[src/rtl/fetch_pc_pkg.sv]
// Shared types and sizing helpers for the fetch PC generator slice.
// Latency: none (types and constant functions only).
// Backpressure: n/a.
package fetch_pc_pkg;

  // BTB entry fields are sized for this address width.
  localparam int XLEN_DEF = 32;

  typedef enum logic [1:0] {
    BOOT   = 2'd0,
    RUN    = 2'd1,
    HALTED = 2'd2
  } fsm_state_t;

  // The slot field is wide enough for the largest fetch group (8 slots).
  typedef struct packed {
    logic                valid;
    logic [XLEN_DEF-1:0] tag;
    logic [2:0]          slot;
    logic [XLEN_DEF-1:0] target;
  } btb_entry_t;

  // Bytes covered by one fetch group.
  function automatic int fetch_bytes(input int fetch_w);
    return fetch_w * 4;
  endfunction

  // Width of a slot index. The minimum is one bit, even for single-slot groups.
  function automatic int slot_w(input int fetch_w);
    return (fetch_w > 1) ? $clog2(fetch_w) : 1;
  endfunction

endpackage

[src/rtl/fetch_pc_gen_if.sv]
// Fetch-group handshake between the PC generator (master) and the fetch queue (slave).
// Latency: wires only.
// Backpressure: the slave holds fetch_ready low to stall; the master keeps the group stable.
interface fetch_pc_gen_if
  import fetch_pc_pkg::*;
#(
  parameter int XLEN    = 32,
  parameter int FETCH_W = 2
) ();

  localparam int SW = slot_w(FETCH_W);

  logic               fetch_valid;
  logic               fetch_ready;
  logic [XLEN-1:0]    fetch_pc;
  logic [FETCH_W-1:0] fetch_mask;
  logic               fetch_pred_taken;
  logic [SW-1:0]      fetch_pred_slot;
  logic [XLEN-1:0]    fetch_pred_target;

  modport master (
    output fetch_valid, fetch_pc, fetch_mask,
    output fetch_pred_taken, fetch_pred_slot, fetch_pred_target,
    input  fetch_ready
  );

  modport slave (
    input  fetch_valid, fetch_pc, fetch_mask,
    input  fetch_pred_taken, fetch_pred_slot, fetch_pred_target,
    output fetch_ready
  );

endinterface

[src/rtl/fetch_pc_btb.sv]
// Direct-mapped branch target buffer, indexed by fetch-group address.
// Latency: the lookup is combinational; an update is written at the next clock edge.
// Backpressure: none. A same-index lookup sees the contents from before the update.
module fetch_pc_btb
  import fetch_pc_pkg::*;
#(
  parameter int XLEN        = 32,
  parameter int FETCH_W     = 2,
  parameter int BTB_ENTRIES = 16
) (
  input  logic                         clk,
  input  logic                         reset,
  input  logic [XLEN-1:0]              lookup_pc,
  output logic                         hit,
  output logic [slot_w(FETCH_W)-1:0]   hit_slot,
  output logic [XLEN-1:0]              hit_target,
  input  logic                         upd_valid,
  input  logic                         upd_taken,
  input  logic [XLEN-1:0]              upd_pc,
  input  logic [XLEN-1:0]              upd_target
);

  localparam int SW = slot_w(FETCH_W);
  localparam int GB = $clog2(fetch_bytes(FETCH_W));
  localparam int IW = $clog2(BTB_ENTRIES);

  btb_entry_t mem [BTB_ENTRIES];

  logic [IW-1:0]       l_idx, u_idx;
  logic [XLEN_DEF-1:0] l_tag, u_tag;
  logic [2:0]          l_off, u_slot;
  btb_entry_t          rd;

  // Split the lookup and update addresses into index, tag and slot fields.
  always_comb begin
    l_idx  = lookup_pc[GB +: IW];
    l_tag  = XLEN_DEF'(lookup_pc >> (GB + IW));
    l_off  = 3'((lookup_pc >> 2) & XLEN'(FETCH_W - 1));
    u_idx  = upd_pc[GB +: IW];
    u_tag  = XLEN_DEF'(upd_pc >> (GB + IW));
    u_slot = 3'((upd_pc >> 2) & XLEN'(FETCH_W - 1));
  end

  // A branch that sits before the group entry point belongs to an earlier path, so it does not count as a hit.
  always_comb begin
    rd         = mem[l_idx];
    hit        = rd.valid && (rd.tag == l_tag) && (rd.slot >= l_off);
    hit_slot   = SW'(rd.slot);
    hit_target = XLEN'(rd.target);
  end

  // Reset flushes every entry. A taken update writes its entry; a not-taken update invalidates it only on a tag match.
  always_ff @(posedge clk or posedge reset) begin
    if (reset) begin
      for (int i = 0; i < BTB_ENTRIES; i++) mem[i] <= '0;
    end else if (upd_valid) begin
      if (upd_taken) begin
        mem[u_idx] <= '{valid: 1'b1, tag: u_tag, slot: u_slot, target: XLEN_DEF'(upd_target)};
      end else if (mem[u_idx].valid && (mem[u_idx].tag == u_tag)) begin
        mem[u_idx].valid <= 1'b0;
      end
    end
  end

endmodule

[src/rtl/fetch_pc_gen.sv]
// Program-counter generator: one aligned fetch group per handshake. Redirects take priority, then BTB predictions.
// Latency: a redirect at edge N presents the new group immediately after edge N.
// Backpressure: while fetch_valid & !fetch_ready, every fetch_* output holds, including the prediction.
// Optional BTB steering is enabled by defining FETCH_PC_BTB_EN.
module fetch_pc_gen
  import fetch_pc_pkg::*;
#(
  parameter int              XLEN        = 32,
  parameter logic [XLEN-1:0] RESET_VEC   = '0,
  parameter int              FETCH_W     = 2,
  parameter int              BTB_ENTRIES = 16
) (
  input  logic            clk,
  input  logic            reset,
  input  logic            halt_req,
  input  logic            redirect_valid,
  input  logic [XLEN-1:0] redirect_pc,
  fetch_pc_gen_if.master  fetch,
  input  logic            upd_valid,
  input  logic            upd_taken,
  input  logic [XLEN-1:0] upd_pc,
  input  logic [XLEN-1:0] upd_target,
  output logic            halted
);

  localparam int              SW         = slot_w(FETCH_W);
  localparam int              FB         = fetch_bytes(FETCH_W);
  localparam logic [XLEN-1:0] ALIGN_MASK = ~XLEN'(3);
  localparam logic [XLEN-1:0] GROUP_MASK = ~XLEN'(FB - 1);

  fsm_state_t         state_q;
  logic [XLEN-1:0]    pc_q;
  logic               valid_q, halted_q;
  logic               lk_hit;
  logic [SW-1:0]      lk_slot;
  logic [XLEN-1:0]    lk_target;
  logic               hold_q, held_taken;
  logic [SW-1:0]      held_slot;
  logic [XLEN-1:0]    held_target;
  logic               pred_taken;
  logic [SW-1:0]      pred_slot;
  logic [XLEN-1:0]    pred_target;
  logic [SW-1:0]      off;
  logic [FETCH_W-1:0] mask;
  logic               fire;
  logic [XLEN-1:0]    seq_pc;

`ifdef FETCH_PC_BTB_EN
  fetch_pc_btb #(
    .XLEN(XLEN), .FETCH_W(FETCH_W), .BTB_ENTRIES(BTB_ENTRIES)
  ) u_btb (
    .clk        (clk),
    .reset      (reset),
    .lookup_pc  (pc_q),
    .hit        (lk_hit),
    .hit_slot   (lk_slot),
    .hit_target (lk_target),
    .upd_valid  (upd_valid),
    .upd_taken  (upd_taken),
    .upd_pc     (upd_pc),
    .upd_target (upd_target)
  );
`else
  logic unused_upd;
  assign unused_upd = ^{upd_valid, upd_taken, upd_pc, upd_target};
  assign lk_hit     = 1'b0;
  assign lk_slot    = '0;
  assign lk_target  = '0;
`endif

  // During a stall, use the prediction captured at the stall rather than a live lookup, so a BTB update cannot change a pending group.
  always_comb begin
    pred_taken  = 1'b0;
    pred_slot   = '0;
    pred_target = '0;
    if (valid_q) begin
      if (hold_q) begin
        pred_taken  = held_taken;
        pred_slot   = held_slot;
        pred_target = held_target;
      end else if (lk_hit) begin
        pred_taken  = 1'b1;
        pred_slot   = lk_slot;
        pred_target = lk_target;
      end
    end
  end

  // Slots before the entry offset and slots after a predicted-taken branch are not valid.
  always_comb begin
    off    = SW'((pc_q >> 2) & XLEN'(FETCH_W - 1));
    fire   = valid_q && fetch.fetch_ready;
    seq_pc = (pc_q & GROUP_MASK) + XLEN'(FB);
    mask   = '0;
    for (int i = 0; i < FETCH_W; i++) begin
      mask[i] = valid_q && (i >= int'(off)) && (!pred_taken || (i <= int'(pred_slot)));
    end
  end

  assign fetch.fetch_valid       = valid_q;
  assign fetch.fetch_pc          = pc_q;
  assign fetch.fetch_mask        = mask;
  assign fetch.fetch_pred_taken  = pred_taken;
  assign fetch.fetch_pred_slot   = pred_slot;
  assign fetch.fetch_pred_target = pred_target;
  assign halted                  = halted_q;

  // Control FSM and PC register. A redirect beats everything; a group that fires in the same cycle counts as consumed.
  always_ff @(posedge clk or posedge reset) begin
    if (reset) begin
      state_q  <= BOOT;
      pc_q     <= RESET_VEC;
      valid_q  <= 1'b0;
      halted_q <= 1'b0;
    end else if (redirect_valid) begin
      state_q  <= RUN;
      pc_q     <= redirect_pc & ALIGN_MASK;
      valid_q  <= 1'b1;
      halted_q <= 1'b0;
    end else begin
      if (fire) pc_q <= pred_taken ? (pred_target & ALIGN_MASK) : seq_pc;
      case (state_q)
        BOOT: begin
          state_q <= RUN;
          valid_q <= 1'b1;
        end
        RUN: begin
          if (halt_req) begin
            state_q  <= HALTED;
            valid_q  <= 1'b0;
            halted_q <= 1'b1;
          end
        end
        HALTED: ;
        default: begin
          state_q  <= BOOT;
          valid_q  <= 1'b0;
          halted_q <= 1'b0;
        end
      endcase
    end
  end

  // Capture the presented prediction each cycle. It is replayed next cycle only if the group stays stalled.
  always_ff @(posedge clk or posedge reset) begin
    if (reset) begin
      hold_q      <= 1'b0;
      held_taken  <= 1'b0;
      held_slot   <= '0;
      held_target <= '0;
    end else begin
      hold_q      <= valid_q && !fetch.fetch_ready && !redirect_valid && !halt_req;
      held_taken  <= pred_taken;
      held_slot   <= pred_slot;
      held_target <= pred_target;
    end
  end

endmodule
[src/flat_wrapper.sv]
// flat-port wrapper written by rule: the top's interface ports become plain ports
module fetch_pc_gen_flat import fetch_pc_pkg::*;
#(
  parameter int              XLEN        = 32,
  parameter logic [XLEN-1:0] RESET_VEC   = '0,
  parameter int              FETCH_W     = 2,
  parameter int              BTB_ENTRIES = 16
)
  (clk, reset, halt_req, redirect_valid, redirect_pc, upd_valid, upd_taken, upd_pc, upd_target, halted, fetch_fetch_valid, fetch_fetch_pc, fetch_fetch_mask, fetch_fetch_pred_taken, fetch_fetch_pred_slot, fetch_fetch_pred_target, fetch_fetch_ready);
  fetch_pc_gen_if #(.XLEN(XLEN), .FETCH_W(FETCH_W)) fetch_i ();
  input  logic clk;
  input  logic reset;
  input  logic halt_req;
  input  logic redirect_valid;
  input  logic [XLEN-1:0] redirect_pc;
  input  logic upd_valid;
  input  logic upd_taken;
  input  logic [XLEN-1:0] upd_pc;
  input  logic [XLEN-1:0] upd_target;
  output logic halted;
  output wire logic [$bits(fetch_i.fetch_valid)-1:0] fetch_fetch_valid;
  output wire logic [$bits(fetch_i.fetch_pc)-1:0] fetch_fetch_pc;
  output wire logic [$bits(fetch_i.fetch_mask)-1:0] fetch_fetch_mask;
  output wire logic [$bits(fetch_i.fetch_pred_taken)-1:0] fetch_fetch_pred_taken;
  output wire logic [$bits(fetch_i.fetch_pred_slot)-1:0] fetch_fetch_pred_slot;
  output wire logic [$bits(fetch_i.fetch_pred_target)-1:0] fetch_fetch_pred_target;
  input wire logic [$bits(fetch_i.fetch_ready)-1:0] fetch_fetch_ready;
  assign fetch_fetch_valid = fetch_i.fetch_valid;
  assign fetch_fetch_pc = fetch_i.fetch_pc;
  assign fetch_fetch_mask = fetch_i.fetch_mask;
  assign fetch_fetch_pred_taken = fetch_i.fetch_pred_taken;
  assign fetch_fetch_pred_slot = fetch_i.fetch_pred_slot;
  assign fetch_fetch_pred_target = fetch_i.fetch_pred_target;
  assign fetch_i.fetch_ready = fetch_fetch_ready;
  fetch_pc_gen #(.XLEN(XLEN), .RESET_VEC(RESET_VEC), .FETCH_W(FETCH_W), .BTB_ENTRIES(BTB_ENTRIES)) u_core (.clk(clk), .reset(reset), .halt_req(halt_req), .redirect_valid(redirect_valid), .redirect_pc(redirect_pc), .fetch(fetch_i), .upd_valid(upd_valid), .upd_taken(upd_taken), .upd_pc(upd_pc), .upd_target(upd_target), .halted(halted));
endmodule
[config.mk]
export PLATFORM = sky130hd
export DESIGN_NAME = fetch_pc_gen_flat
export DESIGN_NICKNAME = d
export VERILOG_FILES = /design/src/rtl/fetch_pc_pkg.sv /design/src/rtl/fetch_pc_gen_if.sv /design/src/rtl/fetch_pc_btb.sv /design/src/rtl/fetch_pc_gen.sv /design/src/flat_wrapper.sv
export SDC_FILE = /design/constraint.sdc
export NUM_CORES = 1
export LEC_CHECK = 0
export ABC_AREA = 1
export CAP_MARGIN = 20
export CORE_ASPECT_RATIO = 0.9
export CORE_MARGIN = 3
export CORE_UTILIZATION = 38
export DETAILED_ROUTE_END_ITERATION = 12
export HOLD_SLACK_MARGIN = 0.15
export PLACE_DENSITY = 0.73
export SLEW_MARGIN = 20
export SYNTH_ARGS = -nofsm -noshare
export SYNTH_HDL_FRONTEND = slang
export SYNTH_SLANG_ARGS = --single-unit
[constraint.sdc]
create_clock -name clk -period 2.3 [get_ports clk]
set_input_delay 0.69 -clock clk [delete_from_list [all_inputs] [get_ports clk]]
set_output_delay 0.69 -clock clk [all_outputs]
set_load 0.1 [all_outputs]
==> impl_metrics.tcl <==
set metrics [dict create \
    status "finished clean" \
    io_buffers 102 \
    intPower_mw 2.59 \
    clock_tree.root_cell "clkbuf_16" \
    multi_input_area_um2 2010 \
    rows 34 \
    crit_path_end_kind "output pin" \
    ir_drop_v 0.000382 \
    synth-simple-area-share_pct 30.6 \
    cts_tree "done" \
    final_cell_area_um2 6260 \
    cts_setup_buffers 0 \
    synth_adder_area_share_pct 0.324 \
    path_class "reg -> out" \
    start_kind "flop" \
    synth_top_area_share_pct 44.0 \
    placed_area_um2 5990 \
    gr-total-overflow 0 \
    p_per_area_nw_per_um2 697 \
    finalHoldViolCount 0 \
    nNetsFinal 723 \
    clockPowerShare_pct 29.2 \
    ys_ff_latch 68 \
    die_y_um 102 \
    seq_area_um2 1710 \
    post_drt_wl_per_cell_um 16.5 \
    viasPerCell 5.01 \
    yosys_warnings 0 \
    synth_mux_area_share_pct 0 \
    syn-mean-instance-area_um2 7.64 \
    boundaryPins 173 \
    seqPwrFrac_pct 33.9 \
    dp_hpwl_mm 9.18 \
    synth.most_common_cell "nand2_1" \
    drive_gt1_share_pct 28.6 \
    coreArea_um2 9780 \
    drt_iter0_drc 174 \
    postRouteAntennaNets 0 \
    yosys_most_used_dff "dfrtp_1" \
    clk_path_buf_depth 2 \
    cts_resized 0 \
    finalWorstSetupSlack_ns 0.0693 \
    clock_skew_ns 0.00919 \
    grt_max_degree 69 \
    drc 0 \
    syn_inst 506 \
    drv_cap 0 \
    areaGrowthSynthToFinish_pct 62.0 \
    antenna_cells 0 \
    setup_viol 0 \
    first_pass_iters 5 \
    pwr-share-comb_pct 36.8 \
    power_switching_mw 1.77 \
    drv_slew 0 \
    synth_commonest_cells "110 x nand2_1, 72 x inv_1, 68 x dfrtp_1" \
    synth_xor_area_share_pct 0.907 \
    seq_area_frac_synth_pct 44.0 \
    num_vias 3754 \
    min_period_ns 2.23 \
    synth_compound_area_share_pct 13.1 \
    grt_pass1_wl_mm 20.7 \
    async_flop_share_pct 100 \
    max_freq_mhz 448 \
    rsz0062_at_grt "false" \
    worst_ep_arrival_time_ns 1.54 \
    initial_core_util_pct 39.5 \
    finalNonFillerCells 749 \
    pre_cts_ws_ns 0.0642 \
    clock_latency_ns 0.33 \
    placedCellCount 734 \
    place_congestion 0.896 \
    antenna_found_initial 0 \
    wl_mm 12.4 \
    cts_hold_buf 0 \
    track_usage_pct 22.7 \
    fillers 841 \
    cts.htree.levels 3 \
    crit_fanout 8 \
    syn-cell-area_um2 3860 \
    clkTransAtPathRegs_ns 0.05 \
    min_path_type "reg -> reg" \
    ys_types 48 \
    cts_buffers 9 \
    die_width_um 112 \
    swShare_pct 40.5 \
    cp_data_required_time_ns 1.61 \
    grt_pass1_vias 4004 \
    ys_top_cells_by_area "dfrtp_1 44%, nand2_1 11%, inv_1 7.0%, nor2_1 6.4%, a21oi_1 3.4%" \
    synth_largest_area_cell "dfrtp_1" \
    leakage_nw 2.73 \
    die_area_um2 11400 \
    synth_edf_count 0 \
    clock_sinks 68 \
    synth_top_family_by_area "simple AND/OR/NAND/NOR gates" \
    finalCritPeriodShare_pct 97.0 \
    post-route-util_pct 64.0 \
]
[state kept, by name, indices dropped and copies added, names as in the netlist]
name                      count
u_core.held_target           32
u_core.held_slot              1
u_core.halted                 1
u_core.state_q                1
u_core.fetch.fetch_pc        30
u_core.held_taken             1
u_core.fetch.fetch_valid      1
u_core.hold_q                 1
[layer usage]
metal	wire length, um	GRT usage [%]	share of wire (%)	up-vias
met5	0	0	0	-
met4	139	7.49	1.1	0
met3	827	4.66	6.7	15
met2	5970	36.9	48	137
met1	5460	30.6	44	1767
li1	-	-	-	1835
[critical path, stage by stage, from the launching register on]
cell and delay, ns:
dfrtp_4 0.52, nand2_4 0.14, inv_4 0.06, nand2_8 0.10, inv_8 0.07, a21oi_4 0.14
buf_12 0.19
[cells in the final DEF (no fill, tap or decap), types with 6 or more instances in the layout]
cell type        instances
nand2_2                 10
nand3_1                 25
clkdlybuf4s50_1         34
a21oi_1                 25
nand2_1                110
nand4_1                  9
nor2_2                   6
nor2_1                  33
clkbuf_16                9
nor2_4                  37
buf_4                   19
buf_12                  66
inv_1                   71
o21ai_0                 26
dfrtp_1                 67
[final cells by class]
class	instances	share of cell area, %
clock buffer	13	4.16
clock inverter	2	0.160
inverter	80	5.06
multi-input combinational	341	32.1
sequential	68	27.2
tap	126	2.52
timing repair buffer	119	28.8
[metrics by stage]
stage | TNS (ns) | hold slack [ns] | total power, mW
2_1_floorplan | -0.0893 | 0.476 | 2.48
3_3_place_gp | 0 | 0.490 | 3.09
3_5_place_dp | 0 | 0.501 | 3.11
4_1_cts | 0 | 0.517 | 4.39
5_1_grt | 0 | 0.547 | 4.54
6_report | 0 | 0.518 | 4.36
[final timing paths]
kind	end	slack (ns)	cells after the start	startpoint
worst max-delay path	fetch_fetch_mask[1]	0.07	6	u_core.fetch.fetch_valid$_DFFE_PP0P_
worst min-delay path	u_core.halted$_DFFE_PP0P_	0.52	2	u_core.halted$_DFFE_PP0P_
worst max register to register	u_core.fetch.fetch_pc[21]$_DFFE_PP0P_	0.52	9	u_core.fetch.fetch_pc[3]$_DFFE_PP0P_
worst min register to register	u_core.halted$_DFFE_PP0P_	0.52	2	u_core.halted$_DFFE_PP0P_
max in group asynchronous	u_core.fetch.fetch_valid$_DFFE_PP0P_	1.16	3	reset
min in group asynchronous	u_core.held_target[7]$_DFF_PP0_	0.82	3	reset
[power groups by stage]
stage / combinational [mW] / sequential (mW) / clock, mW
4_1_cts: 1.62 / 1.48 / 1.30
2_1_floorplan: 0.435 / 2.05 / 0
6_report: 1.61 / 1.48 / 1.28
3_3_place_gp: 1.60 / 1.49 / 0
3_5_place_dp: 1.61 / 1.50 / 0
5_1_grt: 1.69 / 1.50 / 1.36
[cell families (layout without fill, tap and decap cells)]
family / Yosys count / count (layout)
and+or+nand+nor: 251 / 251
buffers and inverters: 98 / 214
other: 1 / 2
xor gates and xnor gates: 4 / 4
AOI/OAI and AO/OA: 83 / 83
DFF: 68 / 68
adders and majority gates: 1 / 1
Note: power is estimated with default switching activity, not from simulation.
